<file path="config.mk">
export PLATFORM = sky130hd
export DESIGN_NAME = dpram_rd_streamer
export DESIGN_NICKNAME = d
export VERILOG_FILES = /design/src/rtl/dpram_rd_streamer.sv
export SDC_FILE = /design/constraint.sdc
export NUM_CORES = 1
export LEC_CHECK = 0
export ABC_AREA = 1
export ABC_CLOCK_PERIOD_IN_PS = 5300
export BUFFER_PORTS_ARGS = -buffer_cell sky130_fd_sc_hd__clkbuf_2
export CORE_AREA = 10 10 88 90
export DETAILED_ROUTE_END_ITERATION = 10
export DIE_AREA = 0 0 98 100
export PLACE_DENSITY = 0.63
export SLEW_MARGIN = 10
export SYNTH_ARGS = -nofsm -noshare
export SYNTH_HDL_FRONTEND = slang
export SYNTH_SLANG_ARGS = --single-unit
</file>
<file path="constraint.sdc">
create_clock -name clk -period 5.3 [get_ports clk]
set_clock_uncertainty 0.1 [all_clocks]
set_input_delay 0.795 -clock clk [delete_from_list [all_inputs] [get_ports clk]]
set_output_delay 0.795 -clock clk [all_outputs]
set_load 0.01 [all_outputs]
</file>
<file path="src/rtl/dpram_rd_streamer.sv">
// dpram_rd_streamer: streams a contiguous RAM address window out as a
// valid/ready byte stream, pipelined against the RAM read latency, with a
// small skid FIFO sized so that backpressure never loses or repeats a word.
// Optional build macro: DPR_RD_CHECKSUM_EN (XOR checksum of streamed data).
module dpram_rd_streamer #(
    parameter int unsigned ADDR_W = 4,
    parameter int unsigned DATA_W = 8,
    parameter int unsigned RD_LAT = 1
) (
    input  logic              clk,
    input  logic              rst_n,
    input  logic              start,
    input  logic [ADDR_W-1:0] base_addr,
    input  logic [ADDR_W:0]   burst_len,
    output logic              busy,
    output logic              done,
    output logic [ADDR_W-1:0] mem_addr,
    output logic              mem_wr_enb,
    input  logic [DATA_W-1:0] mem_rdata,
    output logic              out_valid,
    input  logic              out_ready,
    output logic [DATA_W-1:0] out_data,
    output logic              out_last,
    output logic [DATA_W-1:0] checksum
);

    localparam int unsigned FIFO_D = RD_LAT + 1;
    localparam int unsigned CNT_W  = $clog2(FIFO_D + 1);
    localparam int unsigned PTR_W  = $clog2(FIFO_D);

    typedef enum logic [1:0] {
        IDLE  = 2'd0,
        ISSUE = 2'd1,
        DRAIN = 2'd2
    } state_t;

    state_t              state;
    logic [ADDR_W:0]     remaining;
    logic [RD_LAT-1:0]   vld_sr;
    logic [RD_LAT-1:0]   last_sr;
    logic [DATA_W-1:0]   fifo_data [FIFO_D];
    logic                fifo_last [FIFO_D];
    logic [PTR_W-1:0]    rd_ptr;
    logic [PTR_W-1:0]    wr_ptr;
    logic [CNT_W-1:0]    fifo_count;

    logic                accept_c;
    logic                issue_c;
    logic                push_c;
    logic                pop_c;
    logic [CNT_W-1:0]    in_flight_c;
    logic [CNT_W-1:0]    in_flight_nxt_c;
    logic [CNT_W-1:0]    fifo_count_nxt_c;
    logic [CNT_W:0]      occupancy_c;
    logic [PTR_W-1:0]    rd_ptr_nxt_c;
    logic [PTR_W-1:0]    wr_ptr_nxt_c;
    logic [RD_LAT-1:0]   vld_sr_nxt_c;
    logic [RD_LAT-1:0]   last_sr_nxt_c;
    logic [DATA_W-1:0]   head_data_c;
    logic                head_last_c;

    // This port only ever reads.
    assign mem_wr_enb = 1'b0;

    function automatic logic [PTR_W-1:0] ptr_inc(input logic [PTR_W-1:0] p);
        return (p == PTR_W'(FIFO_D - 1)) ? '0 : p + PTR_W'(1);
    endfunction

    // Credit, read pipeline and skid-FIFO next-state computation.
    always_comb begin
        accept_c         = 1'b0;
        issue_c          = 1'b0;
        push_c           = 1'b0;
        pop_c            = 1'b0;
        in_flight_c      = '0;
        in_flight_nxt_c  = '0;
        fifo_count_nxt_c = fifo_count;
        occupancy_c      = '0;
        rd_ptr_nxt_c     = rd_ptr;
        wr_ptr_nxt_c     = wr_ptr;
        vld_sr_nxt_c     = '0;
        last_sr_nxt_c    = '0;
        head_data_c      = out_data;
        head_last_c      = 1'b0;

        // done high means a burst just closed; holding off keeps done and
        // start acceptance out of the same cycle.
        accept_c = (state == IDLE) && start && !done;
        push_c   = vld_sr[RD_LAT-1];
        pop_c    = out_valid && out_ready;

        for (int i = 0; i < int'(RD_LAT); i++) begin
            in_flight_c = in_flight_c + CNT_W'(vld_sr[i]);
        end

        // A word leaving this cycle frees its slot for an issue this cycle.
        occupancy_c = (CNT_W+1)'(in_flight_c) + (CNT_W+1)'(fifo_count) - (CNT_W+1)'(pop_c);
        issue_c     = (state == ISSUE) && (occupancy_c < (CNT_W+1)'(FIFO_D));

        vld_sr_nxt_c[0]  = issue_c;
        last_sr_nxt_c[0] = issue_c && (remaining == (ADDR_W+1)'(1));
        for (int i = 1; i < int'(RD_LAT); i++) begin
            vld_sr_nxt_c[i]  = vld_sr[i-1];
            last_sr_nxt_c[i] = last_sr[i-1];
        end

        in_flight_nxt_c  = in_flight_c - CNT_W'(push_c) + CNT_W'(issue_c);
        fifo_count_nxt_c = fifo_count + CNT_W'(push_c) - CNT_W'(pop_c);
        rd_ptr_nxt_c     = pop_c  ? ptr_inc(rd_ptr) : rd_ptr;
        wr_ptr_nxt_c     = push_c ? ptr_inc(wr_ptr) : wr_ptr;

        // Next head: bypass the incoming word when the FIFO would otherwise be empty.
        if (fifo_count_nxt_c != '0) begin
            if (fifo_count == CNT_W'(pop_c)) begin
                head_data_c = mem_rdata;
                head_last_c = last_sr[RD_LAT-1];
            end else begin
                head_data_c = fifo_data[rd_ptr_nxt_c];
                head_last_c = fifo_last[rd_ptr_nxt_c];
            end
        end
    end

    // Burst FSM, address generator, read pipeline tags and registered stream outputs.
    always_ff @(posedge clk or negedge rst_n) begin
        if (!rst_n) begin
            state      <= IDLE;
            busy       <= 1'b0;
            done       <= 1'b0;
            remaining  <= '0;
            mem_addr   <= '0;
            vld_sr     <= '0;
            last_sr    <= '0;
            rd_ptr     <= '0;
            wr_ptr     <= '0;
            fifo_count <= '0;
            out_valid  <= 1'b0;
            out_data   <= '0;
            out_last   <= 1'b0;
        end else begin
            done       <= 1'b0;
            vld_sr     <= vld_sr_nxt_c;
            last_sr    <= last_sr_nxt_c;
            rd_ptr     <= rd_ptr_nxt_c;
            wr_ptr     <= wr_ptr_nxt_c;
            fifo_count <= fifo_count_nxt_c;
            out_valid  <= (fifo_count_nxt_c != '0);
            out_data   <= head_data_c;
            out_last   <= head_last_c;
            case (state)
                IDLE: begin
                    if (accept_c) begin
                        if (burst_len != '0) begin
                            state     <= ISSUE;
                            busy      <= 1'b1;
                            remaining <= burst_len;
                            mem_addr  <= base_addr;
                        end else begin
                            done <= 1'b1;
                        end
                    end
                end
                ISSUE: begin
                    if (issue_c) begin
                        remaining <= remaining - (ADDR_W+1)'(1);
                        mem_addr  <= mem_addr + ADDR_W'(1);
                        if (remaining == (ADDR_W+1)'(1)) begin
                            state <= DRAIN;
                        end
                    end
                end
                DRAIN: begin
                    if ((fifo_count_nxt_c == '0) && (in_flight_nxt_c == '0)) begin
                        state <= IDLE;
                        busy  <= 1'b0;
                        done  <= 1'b1;
                    end
                end
                default: state <= IDLE;
            endcase
        end
    end

    // Skid FIFO storage; contents are meaningless until counted in.
    always_ff @(posedge clk) begin
        if (push_c) begin
            fifo_data[wr_ptr] <= mem_rdata;
            fifo_last[wr_ptr] <= last_sr[RD_LAT-1];
        end
    end

`ifdef DPR_RD_CHECKSUM_EN
    // XOR of every word actually handed off since the last accepted start.
    always_ff @(posedge clk or negedge rst_n) begin
        if (!rst_n) begin
            checksum <= '0;
        end else if (accept_c) begin
            checksum <= '0;
        end else if (pop_c) begin
            checksum <= checksum ^ out_data;
        end
    end
`else
    assign checksum = '0;
`endif

endmodule

</file>
== Word level (Yosys, flattened, before mapping) ==
Memory sizes are Yosys's and may differ from the RTL's.
Cells that the tools add are included.

* $add $sub $neg: 10
* Magnitude comparators: 1
* Equal/unequal tests: 9
* Mux-type cells: 30
* Reduce and logical (&&, ||, !) cells: 17

{| class="wikitable"
|+ Operators with widths
! operator !! number
|-
| 5-bit two-way mux || 3
|-
| 1-bit two-way mux || 13
|-
| 4-bit two-way mux || 3
|-
| 2-bit two-way mux || 5
|-
| 5-bit case mux with 2 select lines || 1
|-
| 8-bit two-way mux || 1
|-
| 4-bit case mux with 2 select lines || 1
|-
| 4-bit AND reduction || 2
|-
| 1-bit logical AND || 6
|-
| 2-bit zero test || 3
|-
| 2-bit inequality test, second input constant || 3
|-
| 2-bit case mux with 3 select lines || 1
|-
| 2-bit nonzero test || 3
|-
| 5-bit by 1-bit equality test with 1-bit output, second input constant || 1
|-
| 5-bit AND reduction || 1
|-
| 5-bit nonzero test || 1
|-
| 5-bit by 1-bit subtractor with 5-bit output, second input constant || 1
|-
| 2-bit by 1-bit adder with 2-bit output || 2
|-
| 4-bit by 1-bit adder with 4-bit output, second input constant || 1
|-
| 2-bit by 1-bit inequality test with 1-bit output, second input constant || 2
|-
| 1-bit case mux with 2 select lines || 2
|-
| 1-bit by 2-bit adder with 3-bit output || 1
|-
| 3-bit by 2-bit less-than comparator with 1-bit output, second input constant || 1
|-
| 3-bit by 1-bit subtractor with 3-bit output || 1
|-
| 7 further kinds || 8
|}

* Register bits: 29
* Bits in writable memories: 18
* Input port bits: 21
* Output and inout port bits: 25
* Word-level logic and storage cells: 82
* Memories kept: 2

{| class="wikitable"
|+ Memory list
! name !! depth !! bits a word !! rd ports !! clocked after memory_dff !! write ports !! line !! text
|-
| fifo_data || 2 || 8 || 1 || 0 || 1 || 41 || <nowiki>logic [DATA_W-1:0] fifo_data [FIFO_D];</nowiki>
|-
| fifo_last || 2 || 1 || 1 || 0 || 1 || 42 || <nowiki>logic fifo_last [FIFO_D];</nowiki>
|}

== Depth between registers and ports, before layout ==
* Depth in word-level cells: 9
* Mapped depth: 11
* Gate-level depth less buffers: 11

== Worst setup path before layout ==
Ideal clock, no wire load.

* Path type: input port to flip-flop
* From: input out_ready
* To: register out_data[0]
* Arrival time: 2.392 ns
* Setup slack: 2.690 ns
* Stages: 11
* Path buffers: 1
* Cells stage by stage: nand2_2 -> inv_2 -> nand2_1 -> nand2_1 -> ha_1 -> fa_1 -> nor2_2 -> inv_1 -> buf_2 -> nand3_1 -> nand2_1

* Elaborated cells between the ends (all ways): 7
* Those cells by class: add/sub: 1; eq/ne: 1; mux: 2; reduce/logical: 2; memory: 1

{| class="wikitable"
|+ RTL lines
! what !! line !! text
|-
| from (decl) || 21 || <nowiki>input logic out_ready,</nowiki>
|-
| 1-bit logical AND || 90 || <nowiki>pop_c = out_valid && out_ready;</nowiki>
|-
| 2-bit by 1-bit subtractor with 2-bit output || 108 || <nowiki>fifo_count_nxt_c = fifo_count + CNT_W'(push_c) - CNT_W'(pop_c);</nowiki>
|-
| net fifo_count_nxt_c[1] || 53 || <nowiki>logic [CNT_W-1:0] fifo_count_nxt_c;</nowiki>
|-
| 2-bit nonzero test || 113 || <nowiki>if (fifo_count_nxt_c != '0) begin</nowiki>
|-
| to (signal assigned) || 148 || <nowiki>out_data <= head_data_c;</nowiki>
|-
| to (decl) || 22 || <nowiki>output logic [DATA_W-1:0] out_data,</nowiki>
|}

The timed path passes the listed nets, and every way through them passes these cells.
A chain may end at the register's enable or synchronous reset.

== Worst setup path in the final report ==
* From: input out_ready
* To: register mem_addr[3]

* Word-level cells in the longest chain between the ends: 6

{| class="wikitable"
|+ RTL lines
! what !! line !! text
|-
| 1-bit logical AND || 90 ||
|-
| 3-bit by 1-bit subtractor with 3-bit output || 97 || <nowiki>occupancy_c = (CNT_W+1)'(in_flight_c) + (CNT_W+1)'(fifo_count) - (CNT_W+1)'(pop_c);</nowiki>
|-
| 3-bit by 2-bit less-than comparator with 1-bit output || 98 || <nowiki>issue_c = (state == ISSUE) && (occupancy_c < (CNT_W+1)'(FIFO_D));</nowiki>
|-
| 1-bit logical AND || 98 ||
|-
| 2-bit inequality test (no source line) || n/a ||
|-
| 4-bit AND reduction (no source line) || n/a ||
|-
| to (signal assigned) || 157 || <nowiki>mem_addr <= base_addr;</nowiki>
|-
| to (signal assigned) || 166 || <nowiki>mem_addr <= mem_addr + ADDR_W'(1);</nowiki>
|-
| to (decl) || 17 || <nowiki>output logic [ADDR_W-1:0] mem_addr,</nowiki>
|}

No other way between the ends.

==> impl_results.md <==
- Synth top area share: 0.3122
- Worst EP required: 5440 ps
- Design Power: 1.638 mW
- Port bufs: 36
- Top FF cell, synth: dfrtp_1
- Worst setup SP type: input pin
- H-tree depth: 2
- VDD IR max: 0.0001792 V
- Post-synthesis async set-or-reset flop share: 0.6170
- Die width: 98 um
- Remaining antenna violation count after routing: 0
- Routed wire length: 5.433 mm
- Layout area overhead: 13.13%
- FMAX: around 340 MHz
- # resized after CTS: 0
- Yosys warnings: 0
- Clk Latency, worst-skew pair: 300 ps
- Vias in the first global route: 1755
- Largest net degree at the start of global routing: 30
- Commonest cells in the netlist: 75 x nand2_1, 58 x nand3_1, 29 x dfrtp_1
- GRT Residual Overflow: 0
- Initial DRC count: about 100
- Vias: 1848
- # fillers: 613
- Proportion of layout cells with a drive suffix above 1: 0.1894
- Unrepaired setup endpoints after global routing: no
- Core area: ~6100 sq um
- First-pass GRT wire length: between 8 and 9 mm
- Synth cell types: 28
- Setup TNS: 0 ps
- Final std cells w/o fill: 378
- Period utilization: 0.5478
- Max_slew headroom: 0.4165
- # DRC: 0
- Avg Cell Area, Syn: 8.873 sq um
- Synthesized area: between 2000 and 2500 sq um
- DRT Pass-1 Iters: 4
- Synth top area cells: dfrtp_1 31%, edfxtp_1 23%, nand3_1 12%, nand2_1 12%, inv_1 3.7%
- Vias/cell: 4.889
- Row count: 29
- Post-DP HPWL: 3.849 mm
- Post-Place Cells: 370
- Max Cap Viol: 0
- HP Class: reg -> reg
- Largest area contributor in the netlist: dfrtp_1
- CTS Buf Count: 5
- Max-slew violation count: 0
- CTS Buffer Depth: 2
- P_leak: 1.321 nW
- Nets: 326
- Initial antenna violation count: 0
- Sequential area share after synthesis: 0.5447
- Setup violators final: 0
- Outcome: complete, no violations
- Post-CTS Hold Buffers: 0
- Worst-path clk slew: 100 ps
- Post-synth EDFFs: 18
- Gr usage total: 0.1088
- Die ar.: 9800 sq um
- Ports: 46
- Slew at the pin closest to its max-slew limit: 872.0 ps
- CP arrival: 3040 ps
- CTS Sinks: 47
- Critical path peak fanout: 11
- Power Density: 623.0 nW/um^2
- CTS Root Cell: clkbuf_8
- Crit end category: flop
- Most frequent cell after synthesis: nand2_1
- R2r setup slk: 2530 ps
- Avg WL per Cell: 14.37 um
- Initial core utilization: 0.3791
- CTS tree: built
- Die height: approximately 100 um
- Seq cells post-synth: 47
- Crit path kind: in -> reg
- Gpl congestion: between 0.7 and 0.8
- Min Tclk post-route: around 2900 ps
- Synthesized instance count: 262
- Final hold violation count: 0
- Antenna fix cells: 0
- Post-CTS setup repair buffer count: 0
[area by class of cell]
cell class	count	area (sq um)	area share
sequential	47	1266	0.4814
multi-input combinational	183	897.1	0.3411
timing repair buffer	36	180.2	0.06851
inverter	27	101.3	0.03853
tap	77	96.34	0.03663
clock buffer	6	72.57	0.02759
clock inverter	2	16.27	0.006185
[layer usage]
layer  global-route usage  share of wire
met1               0.1369           0.45
met4              0.03691          0.011
met5                    0              0
met2               0.1797           0.50
met3              0.02473          0.042
[cell families (layout without fill, tap and decap cells)]
group,count (synthesis),after routing,synth area share
fa+ha+maj,5,5,0.03014
compound gates,9,9,0.02207
flops,47,47,0.5447
simple gates,158,158,0.3116
other cells,1,9,0.001613
buf+inv,40,71,0.08234
xor+xnor,2,2,0.007536
[path summary, 6_finish.rpt]
check,start,to,cells past startpoint
setup / recovery,out_ready,mem_addr[3],12
hold / removal,last_sr,fifo_last[1],0
setup reg to reg,out_valid,mem_addr[3],11
hold reg to reg,last_sr,fifo_last[1],0
max in group asynchronous,rst_n,remaining[4],1
min in group asynchronous,rst_n,remaining[0],1
[stage by stage]
step | cell area, sq um | utilization | setup WS [ps] | hold slack (ps)
after floorplan | 2355 | - | 2690 | 342.5
after global placement | 2541 | 0.4144 | 2126 | 366.1
after detailed placement | 2541 | 0.4144 | 2098 | 377.5
after CTS | 2630 | 0.4289 | 2403 | 386.2
after global routing | 2630 | 0.4289 | 2167 | 386.6
final | 2630 | 0.4289 | 2397 | 378.1
[state kept, by name, summed over array words and instances (netlist names)]
register    cells
busy            1
out_last        1
mem_addr        4
state           2
rd_ptr          1
last_sr         1
fifo_last       2
wr_ptr          1
out_valid       1
out_data        8
fifo_data      16
push_c          1
fifo_count      2
remaining       5
done            1
[where the power goes]
part / switching, mW / internal, mW / total [mW]
Sequential: 0.0910 / 0.514 / 0.605
Clock: 0.128 / 0.0950 / 0.223
Combinational: 0.540 / 0.269 / 0.810
[worst max-delay path, stage by stage]
cell and delay [ps]:
clkbuf_2 120, nand2_2 150, inv_2 50, nand2_1 90
nand2_1 60, ha_1 190, fa_1 490, inv_1 100
nand4_1 390, nand2_1 430, nand2_1 100, nand2_1 60
[placed cells by master, fill, tap and decap left out, drive strengths merged]
cell | Yosys | final
nand2 | 79 | 79
nand3 | 60 | 60
clkbuf | 0 | 42
dfrtp | 29 | 29
inv | 27 | 28
edfxtp | 18 | 18
nor2 | 14 | 14
conb | 1 | 9
o21ai | 7 | 7
ha | 4 | 4
nand4 | 2 | 2
or2 | 1 | 1
nor3 | 1 | 1
o31ai | 1 | 1
and2 | 1 | 1
a21oi | 1 | 1
xnor2 | 1 | 1
xor2 | 1 | 1
fa | 1 | 1
clkinvlp | 0 | 1
(Power assumes the default switching activity.)
